[config.mk]
export PLATFORM = sky130hd
export DESIGN_NAME = qpsk_demod
export DESIGN_NICKNAME = d
export VERILOG_FILES = /design/src/rtl/qpsk_demod.sv
export SDC_FILE = /design/constraint.sdc
export NUM_CORES = 1
export LEC_CHECK = 0
export ABC_AREA = 1
export CORE_MARGIN = 5
export CORE_UTILIZATION = 51
export CTS_CLUSTER_DIAMETER = 80
export DETAILED_ROUTE_END_ITERATION = 12
export GPL_ROUTABILITY_DRIVEN = 0
export PLACE_DENSITY = 0.78
export SLEW_MARGIN = 20
export SYNTH_ARGS = -nofsm -noshare
export SYNTH_HDL_FRONTEND = slang
export SYNTH_SLANG_ARGS = --single-unit
[constraint.sdc]
create_clock -name clk -period 7.9 [get_ports clk]
set_clock_uncertainty 0.2 [all_clocks]
set_input_delay 1.58 -clock clk [delete_from_list [all_inputs] [get_ports clk]]
set_output_delay 1.58 -clock clk [all_outputs]
set_load 0.05 [all_outputs]
[src/rtl/qpsk_demod.sv]
// QPSK correlation demodulator: mixes each accepted sample with a 16-entry cos/sin LO,
// integrates over one symbol and slices the sign. Define QPSK_DEMOD_SOFT_EN for 8-bit soft outputs.
module qpsk_demod #(
  parameter int SYMBOL_LEN = 16,
  parameter int ACC_W      = 24
) (
  input  logic              clk,
  input  logic              rst,
  input  logic signed [9:0] qpsk_in,
  input  logic              in_valid,
  input  logic              sym_start,
  output logic              i_bit,
  output logic              q_bit,
  output logic              out_valid
`ifdef QPSK_DEMOD_SOFT_EN
  ,
  output logic signed [7:0] i_soft,
  output logic signed [7:0] q_soft
`endif
);

  localparam int CNT_W = (SYMBOL_LEN > 1) ? $clog2(SYMBOL_LEN) : 1;
  localparam logic [CNT_W-1:0] LAST = CNT_W'(SYMBOL_LEN - 1);

  localparam logic [0:0] IDLE = 1'b0;
  localparam logic [0:0] RUN  = 1'b1;

  // cos[k] = round(255*cos(2*pi*k/16)); sin[k] is the same table delayed by a quarter period
  function automatic logic signed [8:0] cos_lut(input logic [3:0] ph);
    logic signed [8:0] v;
    case (ph)
      4'd0:    v = 9'sd255;
      4'd1:    v = 9'sd236;
      4'd2:    v = 9'sd180;
      4'd3:    v = 9'sd98;
      4'd4:    v = 9'sd0;
      4'd5:    v = -9'sd98;
      4'd6:    v = -9'sd180;
      4'd7:    v = -9'sd236;
      4'd8:    v = -9'sd255;
      4'd9:    v = -9'sd236;
      4'd10:   v = -9'sd180;
      4'd11:   v = -9'sd98;
      4'd12:   v = 9'sd0;
      4'd13:   v = 9'sd98;
      4'd14:   v = 9'sd180;
      default: v = 9'sd236;
    endcase
    return v;
  endfunction

`ifdef QPSK_DEMOD_SOFT_EN
  function automatic logic signed [7:0] sat8(input logic signed [ACC_W-1:0] a);
    logic signed [ACC_W-1:0] s;
    s = a >>> 12;
    if ((&s[ACC_W-1:7]) || !(|s[ACC_W-1:7])) return s[7:0];
    else return s[ACC_W-1] ? 8'sh80 : 8'sh7f;
  endfunction
`endif

  logic [0:0]              state;
  logic [CNT_W-1:0]        cnt;
  logic [3:0]              k;
  logic                    s1_valid, s1_first, s1_last;
  logic signed [18:0]      p1_i, p1_q;
  logic signed [ACC_W-1:0] acc_i, acc_q;
  logic                    dec_pend;

  logic                    accept;
  logic [CNT_W-1:0]        idx;
  logic [3:0]              ph;
  logic signed [18:0]      in_x, cos_x, sin_x;

  // sym_start always realigns the symbol, so it overrides the running counters
  assign accept = in_valid && ((state == RUN) || sym_start);
  assign idx    = sym_start ? '0 : cnt;
  assign ph     = sym_start ? 4'd0 : k;
  assign in_x   = {{9{qpsk_in[9]}}, qpsk_in};
  assign cos_x  = 19'(cos_lut(ph));
  assign sin_x  = 19'(cos_lut(ph - 4'd4));

  always_ff @(posedge clk) begin
    if (rst) begin
      state     <= IDLE;
      cnt       <= '0;
      k         <= '0;
      s1_valid  <= 1'b0;
      s1_first  <= 1'b0;
      s1_last   <= 1'b0;
      p1_i      <= '0;
      p1_q      <= '0;
      acc_i     <= '0;
      acc_q     <= '0;
      dec_pend  <= 1'b0;
      i_bit     <= 1'b0;
      q_bit     <= 1'b0;
      out_valid <= 1'b0;
`ifdef QPSK_DEMOD_SOFT_EN
      i_soft    <= '0;
      q_soft    <= '0;
`endif
    end else begin
      s1_valid  <= accept;
      dec_pend  <= s1_valid && s1_last;
      out_valid <= dec_pend;

      if (accept) begin
        state    <= RUN;
        cnt      <= (idx == LAST) ? '0 : idx + 1'b1;
        k        <= (idx == LAST) ? 4'd0 : ph + 4'd1;
        s1_first <= (idx == '0);
        s1_last  <= (idx == LAST);
        p1_i     <= in_x * cos_x;
        p1_q     <= in_x * sin_x;
      end

      if (s1_valid) begin
        if (s1_first) begin
          acc_i <= {{(ACC_W-19){p1_i[18]}}, p1_i};
          acc_q <= {{(ACC_W-19){p1_q[18]}}, p1_q};
        end else begin
          acc_i <= acc_i + {{(ACC_W-19){p1_i[18]}}, p1_i};
          acc_q <= acc_q + {{(ACC_W-19){p1_q[18]}}, p1_q};
        end
      end

      // acc holds the completed symbol here; a following symbol's first load lands on the same edge
      if (dec_pend) begin
        i_bit  <= !acc_i[ACC_W-1] && (acc_i != '0);
        q_bit  <= !acc_q[ACC_W-1] && (acc_q != '0);
`ifdef QPSK_DEMOD_SOFT_EN
        i_soft <= sat8(acc_i);
        q_soft <= sat8(acc_q);
`endif
      end
    end
  end

endmodule

# --- Word-level counts from Yosys, hierarchy flattened ---
# Memory sizes are Yosys's and may differ from the RTL's.
# Index checks and enable logic that the tools add are counted.
word_totals:
  in_bits: 14
  word_cells: 40
  romBits: 288
  output_inout_bits: 3
  memories: 2
  regBits: 102
memory_table:
  columns: ["name", "depth", "word_bits", "read_ports", "rd_ports_with_merged_regs", "wr", "line_no", "source"]
  rows:
  - ["(name not given)", 16, 9, 1, 0, 0, "31", "case (ph)"]
  - ["(name not given)", 16, 9, 1, 0, 0, "31", null]
op_classes:
  eq_ne: 1
  n_reduce_logical: 10
  n_mux: 6
  add_sub_neg: 5
  n_mul: 2
op_table:
  columns: ["op", "count"]
  rows:
  - ["24-bit adder", 2]
  - ["24-bit 2-to-1 mux", 2]
  - ["24-bit nonzero test", 2]
  - ["10-bit by 9-bit multiplier with 19-bit output", 2]
  - ["4-bit 2-to-1 mux", 4]
  - ["4-bit by 1-bit adder with 4-bit output (second input constant)", 2]
  - ["4-bit == test (second input constant)", 1]
  - ["1-bit logical AND", 4]
  - ["4-bit zero test", 1]
  - ["4-bit by 3-bit subtractor with 4-bit output (second input constant)", 1]
  - ["1-bit zero test", 2]
  - ["1-bit logical OR", 1]

# --- Depth between registers and ports, before layout ---
# Gate-level depths: netlist (run 1).
# An unclocked memory read counts as a cell.
logic_depth:
  ltp_word: 4
  ltp_mapped: 32
  mapped_depth_nobuf: 32

# --- Least setup slack after synthesis (run 1) ---
# Ideal clock, no wire load.
synth_timing:
  path_kind: "input -> register"
  from: "input sym_start"
  to: "register p1_q[15]"
  slack_ps: 920
  n_path_buf: 1
  t_required_ps: 7591
  t_arrival_ps: 6671
  setup_time_ps: 109
  path_stages: 27
  path_cell_list: "buf_6 nor2_1 inv_1 ha_1 inv_1 o211ai_1 nand2_2 inv_2 nand2_1 fa_1 fa_1 inv_1 fa_1 fa_1 inv_1 fa_1 inv_1 ha_1 a21oi_1 nand2_1 nand2_1 nand2_1 a31oi_1 xor2_1 nand2_1 nand2_1 inv_1"
synth_between:
  elab_chain_len: 4
  word_cells_on_any_way: 6
  classes_between: "add/sub: 1; mul: 1; mux: 1; reduce/logical: 2; memory: 1"
synth_rtl:
  columns: ["item", "line_no", "source"]
  rows:
  - ["start, declared", "11", "input logic sym_start,"]
  - ["4-bit 2-to-1 mux", "77", "assign ph = sym_start ? 4'd0 : k;"]
  - ["4-bit by 3-bit subtractor with 4-bit output", "80", "assign sin_x = 19'(cos_lut(ph - 4'd4));"]
  - ["memory 16 x 9 bit", null, null]
  - ["10-bit by 9-bit multiplier with 19-bit output", "114", "p1_q <= in_x * sin_x;"]
  - ["end signal, assigned", "114", null]
  - ["end, declared", "65", "logic signed [18:0] p1_i, p1_q;"]
# Parallel ways exist; a longest one is shown, timed or not.
# A chain may end at the register's enable or synchronous reset.

# --- Final worst setup path (run 1) ---
# Ends and elaborated chain as after synthesis.

==> results of run 1 <==
==> worst max-delay path: stages <==
cell and delay (ps):
clkdlybuf4s50_1 560, nor2_4 210, inv_1 160, ha_1 400
inv_1 80, o211ai_1 210, nand2_2 160, inv_2 110
nand2_1 80, fa_1 510, fa_1 550, inv_1 50
fa_1 450, fa_1 500, inv_1 50, fa_1 490
inv_1 50, ha_1 320, a21oi_1 160, nand2_1 150
nand2_1 110, nand2_1 60, a31oi_1 170, xor2_1 180
nand2_1 70, nand2_1 70, inv_1 30
==> kinds of logic after synthesis <==
family	Yosys count	synth area share [%]
AND/OR/NAND/NOR	905	26.4
buffers and inverters	447	12.0
AO/OA/AOI/OAI	307	11.5
adder cells (fa/ha/maj)	291	33.6
flip-flops	102	14.2
XOR/XNOR	38	2.32
==> state kept, by name, indices dropped and copies added, names as in the netlist, 4 cells and up <==
name	cells
acc_i	24
acc_q	24
p1_i	19
p1_q	19
cnt	4
k	4
==> Yosys cell counts, types with 2 or more instances <==
cell type  instances  area [µm²]
a211oi_1           3        22.5
a21oi_1          170         851
a221oi_1           4        35.0
a31oi_1            3        18.8
buf_1              3        11.3
buf_2              5        25.0
buf_6              4        45.0
clkbuf_1          40         150
clkinv_1           3        11.3
dfxtp_1          102        2040
fa_1             156        3120
ha_1             135        1690
inv_1            380        1430
inv_2             10        37.5
nand2_1          490        1840
nand2_2            5        31.3
nand2_4            4        45.0
nand3_1          109         546
nand3b_1           2        15.0
nand4_1           26         163
nor2_1           230         863
nor2_2             4        25.0
nor2_4             5        56.3
nor2b_1            2        12.5
nor3_1            10        50.1
nor4_1             8        50.1
o211ai_1          10        75.1
o21ai_0           99         495
o21bai_1           7        52.6
o221a_2            2        22.5
o221ai_1           4        35.0
or2_1              2        12.5
or2_2              4        25.0
xnor2_1           12         105
xor2_1            26         228
==> layout make-up <==
type / count / share of cell area (%)
Multi-Input combinational cell: 1541 / 69.8
Sequential cell: 102 / 13.5
Inverter: 395 / 9.80
Tap cell: 378 / 3.12
Timing Repair Buffer: 35 / 1.96
Clock buffer: 9 / 1.48
Clock inverter: 6 / 0.363
==> timing repair <==
item	in CTS	in global routing
hold buffers	0	0
endpoints found under the setup margin	0	1
resized for setup	0	3
endpoints found under the hold margin	0	0
==> per-layer routing <==
layer	global-route usage, %	wire length, µm	vias up
met1	31.9	15500	6234
met4	5.32	650	0
met2	38.7	16400	506
met3	3.98	2870	65
met5	0	0	-
li1	-	-	6533
==> power by group <==
part	internal, W	switching [W]
registers	0.000571	0.0000605
clock network	0.000218	0.000218
logic	0.000921	0.00148
total	0.00171	0.00175
==> how the worst max path moves through the flow <==
stage	from	end	slack, ps	cells after the start
CTS	sym_start	p1_q[17]$_SDFFE_PP0P_	360	23
global placement	sym_start	p1_q[17]$_SDFFE_PP0P_	160	23
detailed placement	sym_start	p1_q[17]$_SDFFE_PP0P_	1	23
floorplan	sym_start	p1_q[15]$_SDFFE_PP0P_	920	27
global route	sym_start	p1_i[15]$_SDFFE_PP0P_	30	28
finish	sym_start	p1_q[15]$_SDFFE_PP0P_	450	27
==> through the flow <==
step	power [W]	cells	utilization (%)	hold WS, ps	area [µm²]
2_1_floorplan	0.00247	2090	-	215	14300
3_3_place_gp	0.00295	2451	53.6	228	14900
3_5_place_dp	0.00300	2451	53.6	231	14900
4_1_cts	0.00346	2466	54.6	245	15200
5_1_grt	0.00389	2466	54.6	274	15200
6_report	0.00347	2466	54.6	244	15200
==> summary.md, run 1 <==
| Metric | Value |
|---|---|
| Status | `finished, final reports clean` |
| CTS Root Cell | `clkbuf_16` |
| Post-synth EDFFs | `0` |
| Initial antenna violation count | `0` |
| DP HPWL | `28600 µm` |
| Chip Height | `178 µm` |
| DRT antenna net count | `0` |
| Reg area | `0.00204 mm²` |
| FF-to-FF Start | `k[0]$_SDFFE_PP0P_` |
| DRT Wirelength | `35400 µm` |
| Most frequent cells in the layout | `nand2_1, inv_1, nor2_1, a21oi_1, fa_1` |
| Main synth FF type | `dfxtp_1` |
| Nets | `2389` |
| Static leakage | `8.01 nW` |
| Hold-critical path endpoint | `dec_pend$_SDFF_PP0_` |
| Critical register-to-register path endpoint | `p1_q[15]$_SDFFE_PP0P_` |
| H-tree Lvls | `3` |
| Kind of critical path | `in2reg` |
| Post-CTS setup buffer count | `0` |
| Largest fanout on the critical path | `8` |
| Die ar. | `0.0316 mm²` |
| Syn-to-layout area delta | `5.81%` |
| Max-cap violation count | `0` |
| Fmax achieved | `134 MHz` |
| Hold Path Class | `reg2reg` |
| Yosys Warn Count | `0` |
| R2R depth | `27` |
| DRC Markers | `0` |
| Setup TNS | `0 ps` |
| Vias in the first global route | `13100` |
| Initial DRC count | `1104` |
| Max clock buf depth | `2` |
| Largest net degree at the start of global routing | `69` |
| Leading cell type in the layout, fill and taps excluded | `nand2_1` |
| Relative slew slack | `43.7%` |
| Global route overflow | `0` |
| RSZ-0062 raised after global routing | `false` |
| Mean post-synth cell area | `6.86 µm²` |
| Startpoint types | `input pin` |
| N_diodes | `0` |
| # fillers | `2722` |
| Gate Count Post-Synth | `2090` |
| Final hold vios | `0` |
| WP data arrival | `7520 ps` |
| Via density | `5.41` |
| Via count | `13300` |
| Worst Hold Depth | `2` |
| GR Util All Layers | `23.3%` |
| Global-route wire length before repair | `61200 µm` |
| Worst setup margin | `449 ps` |
| Clock transition at path regs | `80 ps` |
| Skew-Pair Late Insertion Delay | `360 ps` |
| Initial Util | `51.6%` |
| Num ports | `17` |
| Post-route clock period utilization | `94.3%` |
| # setup viols final | `0` |
| Routed length per instance | `14.4 µm` |
| CTS buffer count | `9` |
| VDD IR max | `291 µV` |
| Area of the mapped netlist | `0.0143 mm²` |
| Power Dens Cells | `228 mW/mm²` |
| Worst-Margin Slew | `844 ps` |
| Num rows | `61` |
| Library cells used by synthesis | `46` |
| CP required | `7970 ps` |
| Hold Crit Start | `s1_last$_SDFFE_PP0P_` |
| Die width | `178 µm` |
| Clock sinks | `102` |
| Drt first pass iters | `6` |
| CP endpoint kind | `flop` |
| Sequential share of the synthesized area | `14.2%` |
| R2r setup slk | `1900 ps` |
| IO Port Bufs | `16` |
| Max Slew Vio Count | `0` |
| Place WS | `1.05 ps` |
| FFs w/ async S/R, synth | `0%` |
| CTS tree | `built` |
| Min cycle time layout | `7450 ps` |
| Multi-input logic area | `0.0106 mm²` |
| Post-Syn Nets | `2395` |
| Fraction of layout cells with a size suffix above 1 | `3.74%` |
| CORE AREA | `0.0278 mm²` |
| #FFs+latches synth | `102` |
Note: power is estimated with default switching activity, not from simulation.
==> run 2: changes to the inputs <==
--- a/config.mk
+++ b/config.mk
@@ -6,7 +6,6 @@
 export NUM_CORES = 1
 export LEC_CHECK = 0
 export ABC_AREA = 1
-export CORE_MARGIN = 5
 export CORE_UTILIZATION = 51
 export CTS_CLUSTER_DIAMETER = 80
 export DETAILED_ROUTE_END_ITERATION = 12
==> run 2 against run 1 <==
- largest cell class unchanged
- worst setup slack got worse by 63 ps
- sequential share of layout area down 0.075 points
- combinational power rose by 2%
- final cell count rose by 0.45%
- critical endpoint unchanged
- worst hold slack lost 3.4 ps
- die area shrank 8.8%
- routed wire length rose by 1.2%
- global-route usage rose by 2.8 points
- non-clock buffer count rose by 10
- first-iteration DRC count is 2.1% higher
==> summary.md, run 2 (synthesized netlist as in run 1, its figures left out) <==
| Metric | Value |
|---|---|
| Initial Util | `51.7%` |
| Via density | `5.38` |
| CTS buffer count | `9` |
| N_diodes | `0` |
| Post-route clock period utilization | `95.1%` |
| Syn-to-layout area delta | `6.41%` |
| Routed length per instance | `14.5 µm` |
| Most frequent cells in the layout | `nand2_1, inv_1, nor2_1, a21oi_1, fa_1` |
| Static leakage | `8.06 nW` |
| IO Port Bufs | `16` |
| Kind of critical path | `in2reg` |
| Die ar. | `0.0288 mm²` |
| Largest net degree at the start of global routing | `62` |
| Clock transition at path regs | `80 ps` |
| Hold Crit Start | `s1_last$_SDFFE_PP0P_` |
| Total design power | `0.00353 W` |
| Largest fanout on the critical path | `8` |
| # fillers | `2615` |
| R2r setup slk | `1910 ps` |
| Die width | `170 µm` |
| Largest regs | `acc_i x24, acc_q x24` |
| Initial DRC count | `1127` |
| Skew-Pair Late Insertion Delay | `360 ps` |
| Area after DPL | `0.0150 mm²` |
| Chip Height | `170 µm` |
| WHS | `241 ps` |
| Relative slew slack | `40.6%` |
| Power Dens Cells | `232 mW/mm²` |
| CP endpoint kind | `flop` |
| Leading cell type in the layout, fill and taps excluded | `nand2_1` |
| Min cycle time layout | `7510 ps` |
| Max Slew Vio Count | `0` |
| DRT Wirelength | `35900 µm` |
| Hold Path Class | `reg2reg` |
| Worst Hold Depth | `2` |
| Global-route wire length before repair | `61100 µm` |
| FF-to-FF Start | `k[0]$_SDFFE_PP0P_` |
| Vias in the first global route | `13000` |
| Max-cap violation count | `0` |
| GR Util All Layers | `26.1%` |
| Critical register-to-register path endpoint | `p1_q[15]$_SDFFE_PP0P_` |
| Clock sinks | `102` |
| Place WS | `48.3 ps` |
| VDD IR max | `483 µV` |
| Fmax achieved | `133 MHz` |
| CP required | `7960 ps` |
| Initial antenna violation count | `0` |
| Final hold vios | `0` |
| R2R depth | `26` |
| Num ports | `17` |
| Fin area | `0.0153 mm²` |
| Worst setup margin | `386 ps` |
| Num rows | `61` |
| Status | `finished, final reports clean` |
| # setup viols final | `0` |
| WP data arrival | `7580 ps` |
| CORE AREA | `0.0277 mm²` |
| DRC Markers | `0` |
| Hold-critical path endpoint | `dec_pend$_SDFF_PP0_` |
| DRT antenna net count | `0` |
| CTS Root Cell | `clkbuf_16` |
| DP HPWL | `28600 µm` |
| Worst-Margin Slew | `889 ps` |
| Fraction of layout cells with a size suffix above 1 | `4.24%` |
| Drt first pass iters | `7` |
| Nets | `2399` |
| H-tree Lvls | `3` |
| Via count | `13300` |
| CTS tree | `built` |
| Startpoint types | `input pin` |
| Max clock buf depth | `2` |
| Global route overflow | `0` |
-- run 2: cell types whose count changed in the layout (fill, tap and decap cells not counted), sizes merged --
cell	before	now
buf	20	30
clkbuf	9	10
-- run 2: worst max path at each step --
stage | startpoint | endpoint | slack [ps]
after floorplan | sym_start | p1_q[15]$_SDFFE_PP0P_ | 920
after global placement | sym_start | p1_q[16]$_SDFFE_PP0P_ | 230
after detailed placement | sym_start | p1_q[16]$_SDFFE_PP0P_ | 50
after CTS | sym_start | p1_q[16]$_SDFFE_PP0P_ | 380
after global routing | sym_start | p1_q[16]$_SDFFE_PP0P_ | -3
final | sym_start | p1_q[15]$_SDFFE_PP0P_ | 390
-- run 2: cell type report --
type | count | area, µm² | area share (%)
timing repair buffer | 45 | 373 | 2.44
clock inverter | 6 | 52.6 | 0.345
multi-input combinational | 1541 | 10600 | 69.4
tap | 378 | 473 | 3.10
inverter | 395 | 1490 | 9.74
sequential | 102 | 2040 | 13.4
clock buffer | 10 | 239 | 1.57
-- run 2: timing repair --
action	4_1_cts	5_1_grt
endpoints found under the setup margin	0	1
hold buffers	0	0
resized for setup	0	3
buffers inserted	0	0
-- run 2: report_power, final --
| group | switching, W | leakage, nW | total, W | internal (W) |
|---|---|---|---|---|
| logic | 0.00149 | 7.09 | 0.00245 | 0.000965 |
| registers | 0.0000630 | 0.836 | 0.000634 | 0.000571 |
| clock network | 0.000218 | 0.138 | 0.000446 | 0.000228 |
| total | 0.00177 | 8.06 | 0.00353 | 0.00176 |
-- run 2: critical path, stage by stage --
cell and delay [ps]:
clkdlybuf4s50_1 600, nor2_4 230, inv_1 150, ha_1 390
nand3_1 110, nand3_1 180, inv_1 240, nand2_1 110
fa_1 510, inv_1 50, fa_1 480, fa_1 500
fa_1 490, inv_1 50, fa_1 500, inv_1 40
ha_1 320, a21oi_1 190, nand2_1 150, nand2_1 110
nand2_1 70, a31oi_1 190, xor2_1 170, nand2_1 60
nand2_1 70, inv_1 40
-- run 2: stage by stage --
stage / std cells / utilization (%) / setup TNS, ps
6_report: 2477 / 55.1 / 0
3_3_place_gp: 2461 / 54.0 / 0
2_1_floorplan: 2090 / - / 0
4_1_cts: 2477 / 55.0 / 0
5_1_grt: 2477 / 55.1 / -2.71
3_5_place_dp: 2461 / 54.0 / 0
-- run 2: per-layer routing --
metal | vias up | wire (µm) | global-route usage [%]
met5 | - | 0 | 0
met4 | 0 | 589 | 7.01
met3 | 59 | 2520 | 3.50
met2 | 470 | 16500 | 43.0
met1 | 6226 | 16300 | 35.8
li1 | 6561 | - | -
==> run 3: changes to the inputs <==
--- a/config.mk
+++ b/config.mk
@@ -6,11 +6,13 @@
 export NUM_CORES = 1
 export LEC_CHECK = 0
 export ABC_AREA = 1
+export CORE_ASPECT_RATIO = 2
 export CORE_UTILIZATION = 51
 export CTS_CLUSTER_DIAMETER = 80
 export DETAILED_ROUTE_END_ITERATION = 12
 export GPL_ROUTABILITY_DRIVEN = 0
 export PLACE_DENSITY = 0.78
+export SKIP_LAST_GASP = 1
 export SLEW_MARGIN = 20
 export SYNTH_ARGS = -nofsm -noshare
 export SYNTH_HDL_FRONTEND = slang
==> run 3 against run 2 <==
- first-iteration DRC count down 48%
- sequential power down 2%
- sequential cell count unchanged
- non-clock buffer count down 7
- maximum frequency up 1.7%
- worst hold slack better by 30 ps
- critical path type unchanged
- largest cell class unchanged
==> summary.md, run 3 (synthesized netlist as in run 1, its figures left out) <==
| Metric | Value |
|---|---|
| CP endpoint | `p1_q[15]$_SDFFE_PP0P_` |
| CP required | `7970 ps` |
| R2r setup slk | `1810 ps` |
| CTS Root Cell | `clkbuf_16` |
| CP endpoint kind | `flop` |
| Initial Util | `52.0%` |
| Post-route clock period utilization | `93.5%` |
| N_diodes | `0` |
| CTS tree | `built` |
| Multi-input logic area | `0.0106 mm²` |
| Die width | `121 µm` |
| Via count | `13400` |
| CORE AREA | `0.0275 mm²` |
| Initial antenna violation count | `0` |
| Status | `finished, final reports clean` |
| Kind of critical path | `in2reg` |
| H-tree Lvls | `3` |
| Via density | `5.49` |
| DP HPWL | `31400 µm` |
| CTS buffer count | `9` |
| Vias in the first global route | `14000` |
| Final Non-Filler Cells | `2443` |
| VDD IR max | `233 µV` |
| Reg area | `0.00204 mm²` |
| Clock sinks | `102` |
| Hold_buf cts | `0` |
| # fillers | `2741` |
| Global route overflow | `0` |
| Relative slew slack | `36.6%` |
| IO Port Bufs | `16` |
| Skew-Pair Late Insertion Delay | `360 ps` |
| RSZ-0062 raised after global routing | `false` |
| Nets | `2392` |
| Chip Height | `239 µm` |
| Area after DPL | `0.0149 mm²` |
| DRT Wirelength | `38000 µm` |
| Startpoint types | `input pin` |
| Global-route wire length before repair | `62800 µm` |
| Max Slew Vio Count | `0` |
| Post-CTS setup buffer count | `0` |
| Routed length per instance | `15.6 µm` |
| Final hold vios | `0` |
| Largest net degree at the start of global routing | `63` |
| Static leakage | `8.04 nW` |
| Setup TNS | `0 ps` |
| Largest regs | `acc_i x24, acc_q x24` |
| Worst-Margin Slew | `950 ps` |
| GR Util All Layers | `27.6%` |
| # setup viols final | `0` |
| Hold Path Class | `reg2reg` |
| Largest fanout on the critical path | `8` |
| Most frequent cells in the layout | `nand2_1, inv_1, nor2_1, a21oi_1, fa_1` |
| WHS | `271 ps` |
| CTS resizes | `0` |
| Fmax achieved | `135 MHz` |
| Max-cap violation count | `0` |
| Power Dens Cells | `227 mW/mm²` |
| Syn-to-layout area delta | `5.73%` |
| WP data arrival | `7460 ps` |
| Placed cells | `2428` |
| Die ar. | `0.0288 mm²` |
| Leading cell type in the layout, fill and taps excluded | `nand2_1` |
| Initial DRC count | `589` |
| Clock transition at path regs | `70 ps` |
| Worst Setup SP | `sym_start` |
| Num rows | `86` |
| Min cycle time layout | `7390 ps` |
| DRC Markers | `0` |
| Num ports | `17` |
| Max clock buf depth | `2` |
| Fraction of layout cells with a size suffix above 1 | `3.78%` |
| Critical register-to-register path endpoint | `p1_i[18]$_SDFFE_PP0P_` |
| DRT antenna net count | `0` |
| Drt first pass iters | `6` |
| FF-to-FF Start | `k[2]$_SDFFE_PP0P_` |
| Fin area | `0.0152 mm²` |
| R2R depth | `27` |
run 3: final cells by class:
| type | instances | area share [%] |
|---|---|---|
| clock buffer | 11 | 1.67 |
| clock inverter | 4 | 0.206 |
| inverter | 395 | 9.81 |
| multi-input combinational | 1541 | 69.8 |
| sequential | 102 | 13.5 |
| tap | 352 | 2.91 |
| timing repair buffer | 38 | 2.11 |
run 3: worst max-delay path: stages:
cell and delay (ps):
clkdlybuf4s50_1 530, nor2_4 200, inv_1 150, ha_1 370, inv_1 90, o211ai_1 210, nand2_2 130, inv_2 100
nand2_1 80, fa_1 530, fa_1 540, inv_1 50, fa_1 450, fa_1 490, inv_1 50, fa_1 490
inv_1 40, ha_1 320, a21oi_1 180, nand2_1 170, nand2_1 120, nand2_1 80, a31oi_1 180, xor2_1 160
nand2_1 60, nand2_1 60, inv_1 40
run 3: report_power, final:
part / switching [W] / internal [W] / leakage, nW
registers: 0.0000522 / 0.000571 / 0.836
clock network: 0.000214 / 0.000231 / 0.142
logic: 0.00145 / 0.000922 / 7.06
run 3: stage by stage:
| stage | setup slack, ps | util [%] | power [W] |
|---|---|---|---|
| 6_report | 511 | 55.0 | 0.00344 |
| 5_1_grt | 62.9 | 55.0 | 0.00383 |
| 4_1_cts | 530 | 55.0 | 0.00344 |
| 3_5_place_dp | 157 | 54.0 | 0.00298 |
| 3_3_place_gp | 338 | 54.0 | 0.00292 |
| 2_1_floorplan | 920 | - | 0.00247 |
run 3: worst min path at each step:
stage	from	cells past startpoint	end	slack, ps
final	q_bit$_SDFFE_PP0P_	2	q_bit$_SDFFE_PP0P_	270
after global routing	k[0]$_SDFFE_PP0P_	2	k[0]$_SDFFE_PP0P_	300
after CTS	i_bit$_SDFFE_PP0P_	2	i_bit$_SDFFE_PP0P_	270
after detailed placement	i_bit$_SDFFE_PP0P_	2	i_bit$_SDFFE_PP0P_	260
after global placement	s1_last$_SDFFE_PP0P_	2	dec_pend$_SDFF_PP0_	250
after floorplan	s1_last$_SDFFE_PP0P_	2	dec_pend$_SDFF_PP0_	220
run 3: layer usage:
layer  routed length [µm]  vias up  GRT usage (%)
met5                    0        -              0
met4                 3260        0           23.5
met3                 1290      210           2.89
met2                20300      438           52.1
met1                13200     6211           26.1
li1                     -     6543              -
==> patch 1, RTL diff (flow settings as in run 1) <==
`SYMBOL_LEN`: 16 -> 32.
--- a/src/rtl/qpsk_demod.sv
+++ b/src/rtl/qpsk_demod.sv
@@ -2,5 +2,5 @@
 // integrates over one symbol and slices the sign. Define QPSK_DEMOD_SOFT_EN for 8-bit soft outputs.
 module qpsk_demod #(
-  parameter int SYMBOL_LEN = 16,
+  parameter int SYMBOL_LEN = 32,
   parameter int ACC_W      = 24
 ) (
Behaviour: same outputs for any inputs over 10 cycles, from zero or initial values and one cycle with rst high; that may be too few to reach the edited logic, so the function may still have changed.
==> patch 1 against run 1 <==
- synthesized cell count up 0.57%
- setup slack got worse by 0.12 ns
- first-iteration DRC count is 6.4% lower
- cell area up 0.22%
- total power increased by 3.5%
- sequential share of layout area up 0.10 points
- area after synthesis increased by 0.23%
- sequential cell count increased by 1
- wire length decreased by 0.86%
- maximum frequency decreased by 1.6%
- largest power group unchanged
==> patch 1: results (changes against run 1) <==
[global_routing]
use_met2_pct = 37.89  ; -0.86 points
grt_use_met3_pct = 3.622  ; -0.36 points
grt_max_degree = 66  ; -4.3%
grt_pass1_wl_um = 60630  ; -0.97%
first_global_vias = 13091  ; -0.015%
track_usage_pct = 23.08  ; -0.22 points
use_met1_pct = 31.60  ; -0.30 points

[power_and_ir_drop]
ir_drop_mv = 0.3190  ; +9.7%
power.leakage_nw = 8.001  ; -0.16%

[place]
dp.cells = 2461  ; +0.41%
dp_hpwl_um = 28010  ; -2.0%

[route]
drt-initial-drc-count = 1033  ; -6.4%
viasPerCell = 5.376  ; -0.60%
finalWirelength_um = 35140  ; -0.86%
vias = 13317  ; -0.16%
met3WireLength_um = 2844  ; -0.91%
wl_met2_um = 15810  ; -3.8%
drt-met1-wl_um = 15690  ; +1.2%

[critical_path]
crit_arrival_ns = 7.65  ; +0.13 ns

[clock_network]
cts_max_level = 3  ; unchanged

[synth]
synth_area_leaders = fa_1, dfxtp_1, nand2_1, ha_1, inv_1
ys_types = 45  ; -2.2%

[finish]
drive_gt1_share_pct = 3.764  ; +0.028 points

[timing]
slew_headroom_pct = 38.74  ; -4.9 points

[run_status]
outcome = complete, no violations

## patch 1: layout make-up
type / count / area [sq um] / share of cell area [%]
flip-flops and latches: 103 / 2062 / 13.56
clock buffers: 11 / 232.7 / 1.531
clock inverters: 5 / 63.81 / 0.4198
repair buffers: 35 / 297.8 / 1.959
inverters: 395 / 1485 / 9.770
well taps: 378 / 473.0 / 3.111
multi-input cells: 1550 / 10590 / 69.65
## patch 1: kinds of logic (layout without fill, tap and decap cells)
family | after synthesis | after routing | synth area share (%)
adders and majority gates | 292 | 292 | 33.58
xor gates and xnor gates | 37 | 37 | 2.256
DFF | 103 | 103 | 14.35
buffers and inverters | 449 | 446 | 11.96
AOI/OAI and AO/OA | 308 | 308 | 11.70
and+or+nand+nor | 913 | 913 | 26.15
## patch 1: worst paths after layout
check,end,slack (ns)
setup reg to reg,p1_i[15],1.79
hold / removal,dec_pend,0.24
hold reg to reg,dec_pend,0.24
setup / recovery,p1_i[15],0.32
## patch 1: per-stage QoR
stage	utilization, %	power, mW	hold slack, ns	setup slack [ns]
after floorplan	-	2.549	0.2154	0.9426
after global placement	53.65	3.001	0.2273	0.2481
after detailed placement	53.65	3.088	0.2271	0.06265
after CTS	54.72	3.572	0.2414	0.4389
after global routing	54.72	4.031	0.2879	0.06045
final	54.72	3.585	0.2445	0.3250
## patch 1: where the power goes
group          total, mW  leakage, nW  switching, mW  internal [mW]
logic               2.47         7.02           1.53          0.947
clock network      0.462        0.141          0.213          0.250
registers          0.650        0.844         0.0690          0.581
total               3.59         8.00           1.81           1.78
## patch 1: critical path, delay by kind of cell
kind	cells	cell delay, ns
and+or+nand+nor	8	1.04
buffers and inverters	8	1.03
AOI/OAI and AO/OA	3	0.58
xor gates and xnor gates	1	0.22
adders and majority gates	7	3.18
==> patch 2, RTL diff (config.mk and constraints of run 1) <==
Without the edit above. Register the inputs `qpsk_in`, `in_valid` and `sym_start` before use. The logic sees them one clock later.
--- a/src/rtl/qpsk_demod.sv
+++ b/src/rtl/qpsk_demod.sv
@@ -25,4 +25,14 @@
   localparam logic [0:0] IDLE = 1'b0;
   localparam logic [0:0] RUN  = 1'b1;
+
+  logic signed [9:0] qpsk_q;
+  logic in_valid_q;
+  logic sym_start_q;
+
+  always_ff @(posedge clk) begin
+    qpsk_q      <= qpsk_in;
+    in_valid_q  <= in_valid;
+    sym_start_q <= sym_start;
+  end
 
   // cos[k] = round(255*cos(2*pi*k/16)); sin[k] is the same table delayed by a quarter period
@@ -73,8 +83,8 @@
 
   // sym_start always realigns the symbol, so it overrides the running counters
-  assign accept = in_valid && ((state == RUN) || sym_start);
-  assign idx    = sym_start ? '0 : cnt;
-  assign ph     = sym_start ? 4'd0 : k;
-  assign in_x   = {{9{qpsk_in[9]}}, qpsk_in};
+  assign accept = in_valid_q && ((state == RUN) || sym_start_q);
+  assign idx    = sym_start_q ? '0 : cnt;
+  assign ph     = sym_start_q ? 4'd0 : k;
+  assign in_x   = {{9{qpsk_q[9]}}, qpsk_q};
   assign cos_x  = 19'(cos_lut(ph));
   assign sin_x  = 19'(cos_lut(ph - 4'd4));
Check against the original RTL: same outputs for any inputs over 10 cycles, from zero or initial values and one cycle with rst high; that may be too few to reach the edited logic, so the function may still have changed.
==> patch 2 against run 1 <==
- setup slack improved by 1.1 ns
- wire length increased by 2.2%
- sequential cell count increased by 12
- maximum frequency increased by 17%
- total power increased by 13%
- area after synthesis increased by 1.2%
- cell area increased by 2.7%
- register-to-register slack got worse by 0.38 ns
==> patch 2: results (changes against run 1) <==
[critical_path]
cpPeakStageDelay_ns = 0.55
r2r_start = sym_start_q
r2r_slack_ns = 1.52  ; -0.38 ns
worst_r2r_endpoint = p1_i[18]
crit_buf_inv = 6  ; -2
cp_slowest_cell = fa_1
crit_arrival_ns = 6.49  ; -1.03 ns
r2r_cells = 26  ; -3.7%

[finish]
fin_cells = 2472  ; +0.24%
fill_cells = 2621  ; -3.7%
diodes = 0  ; unchanged
drive_gt1_share_pct = 3.629  ; -0.11 points
top_regs = acc_i x24, acc_q x24

[route]
drt-initial-drc-count = 1190  ; +7.8%
met3WireLength_um = 2736  ; -4.7%
firstDrtPassIters = 7  ; +1
wl_met2_um = 16660  ; +1.4%
drt-met1-wl_um = 15790  ; +1.9%
finalWirelength_um = 36210  ; +2.2%
viasPerCell = 5.451  ; +0.78%

[timing]
period_minus_slack_ns = 6.382  ; -1.069 ns
whs_ns = 0.2411  ; -0.002870 ns
slew_headroom_pct = 39.87  ; -3.8 points

[place]
dp.cells = 2440  ; -0.45%
placed_area_sq_um = 14970  ; +0.62%
dp_hpwl_um = 28080  ; -1.7%
pre_cts_ws_ns = 1.586  ; +1.585 ns

[clock_network]
cts_max_level = 4  ; +1
cts_buffers = 17  ; +8
clkLatencyLatePin_ns = 0.43  ; +0.07 ns
path_clk_slew_ns = 0.06  ; -0.02 ns
post-cts-setup-buffer-count = 0  ; unchanged

[global_routing]
first_global_vias = 13248  ; +1.2%
grt_pass1_wl_um = 62090  ; +1.4%
track_usage_pct = 23.62  ; +0.33 points
grt_max_degree = 67  ; -2.9%

[power_and_ir_drop]
power.leakage_nw = 8.195  ; +2.3%
ir_drop_mv = 0.3476  ; +20%
p_sw_mw = 1.844  ; +5.1%

[synth]
synth_area_leaders = fa_1, dfxtp_1, nand2_1, ha_1, inv_1
ys_seq_area_share_pct = 15.73  ; +1.5 points
synth_common_cells = nand2_1, inv_1, nor2_1
ys_types = 45  ; -2.2%
synth_area_per_cell_sq_um = 6.937  ; +1.1%

[hold_path]
holdPathEnd = dec_pend
holdCritStartpoint = s1_last

[run_status]
outcome = complete, no violations

[patch 2: final cells by class]
type                       count  area (sq um)  area share (%)
clock buffer                  17         425.4           2.730
clock inverter                15         183.9           1.180
inverter                     396          1490           9.562
multi-input combinational   1530         10530           67.56
sequential                   114          2282           14.64
timing repair buffer          22         200.2           1.285
tap                          378         473.0           3.035
[patch 2: power by group through the flow]
| stage | clock network (mW) | logic [mW] | registers (mW) |
|---|---|---|---|
| 2_1_floorplan | 0 | 1.85 | 0.686 |
| 3_3_place_gp | 0 | 2.27 | 0.720 |
| 3_5_place_dp | 0 | 2.33 | 0.721 |
| 4_1_cts | 0.828 | 2.36 | 0.710 |
| 5_1_grt | 0.855 | 2.74 | 0.720 |
| 6_report | 0.821 | 2.37 | 0.714 |
[patch 2: worst max-delay path by stage]
stage | end | cells past startpoint | start
after floorplan | p1_q[15] | 27 | sym_start_q
after global placement | p1_i[18] | 23 | sym_start_q
after detailed placement | p1_i[17] | 22 | sym_start_q
after CTS | p1_i[17] | 22 | sym_start_q
after global routing | p1_i[17] | 22 | sym_start_q
final | p1_i[18] | 26 | sym_start_q
[patch 2: kinds of logic (layout without fill, tap and decap cells)]
group	Yosys count	count (layout)	share of synthesized area (%)
XOR/XNOR	43	43	2.596
AND/OR/NAND/NOR	885	885	25.32
adder cells (fa/ha/maj)	291	291	33.18
buffers and inverters	447	450	11.73
AO/OA/AOI/OAI	311	311	11.45
flip-flops	114	114	15.73
[patch 2: per-layer routing]
metal / up-vias / GRT usage, %
li1: 6523 / -
met1: 6298 / 31.80
met2: 560 / 38.33
met3: 94 / 4.769
met4: 0 / 7.483
met5: - / 0
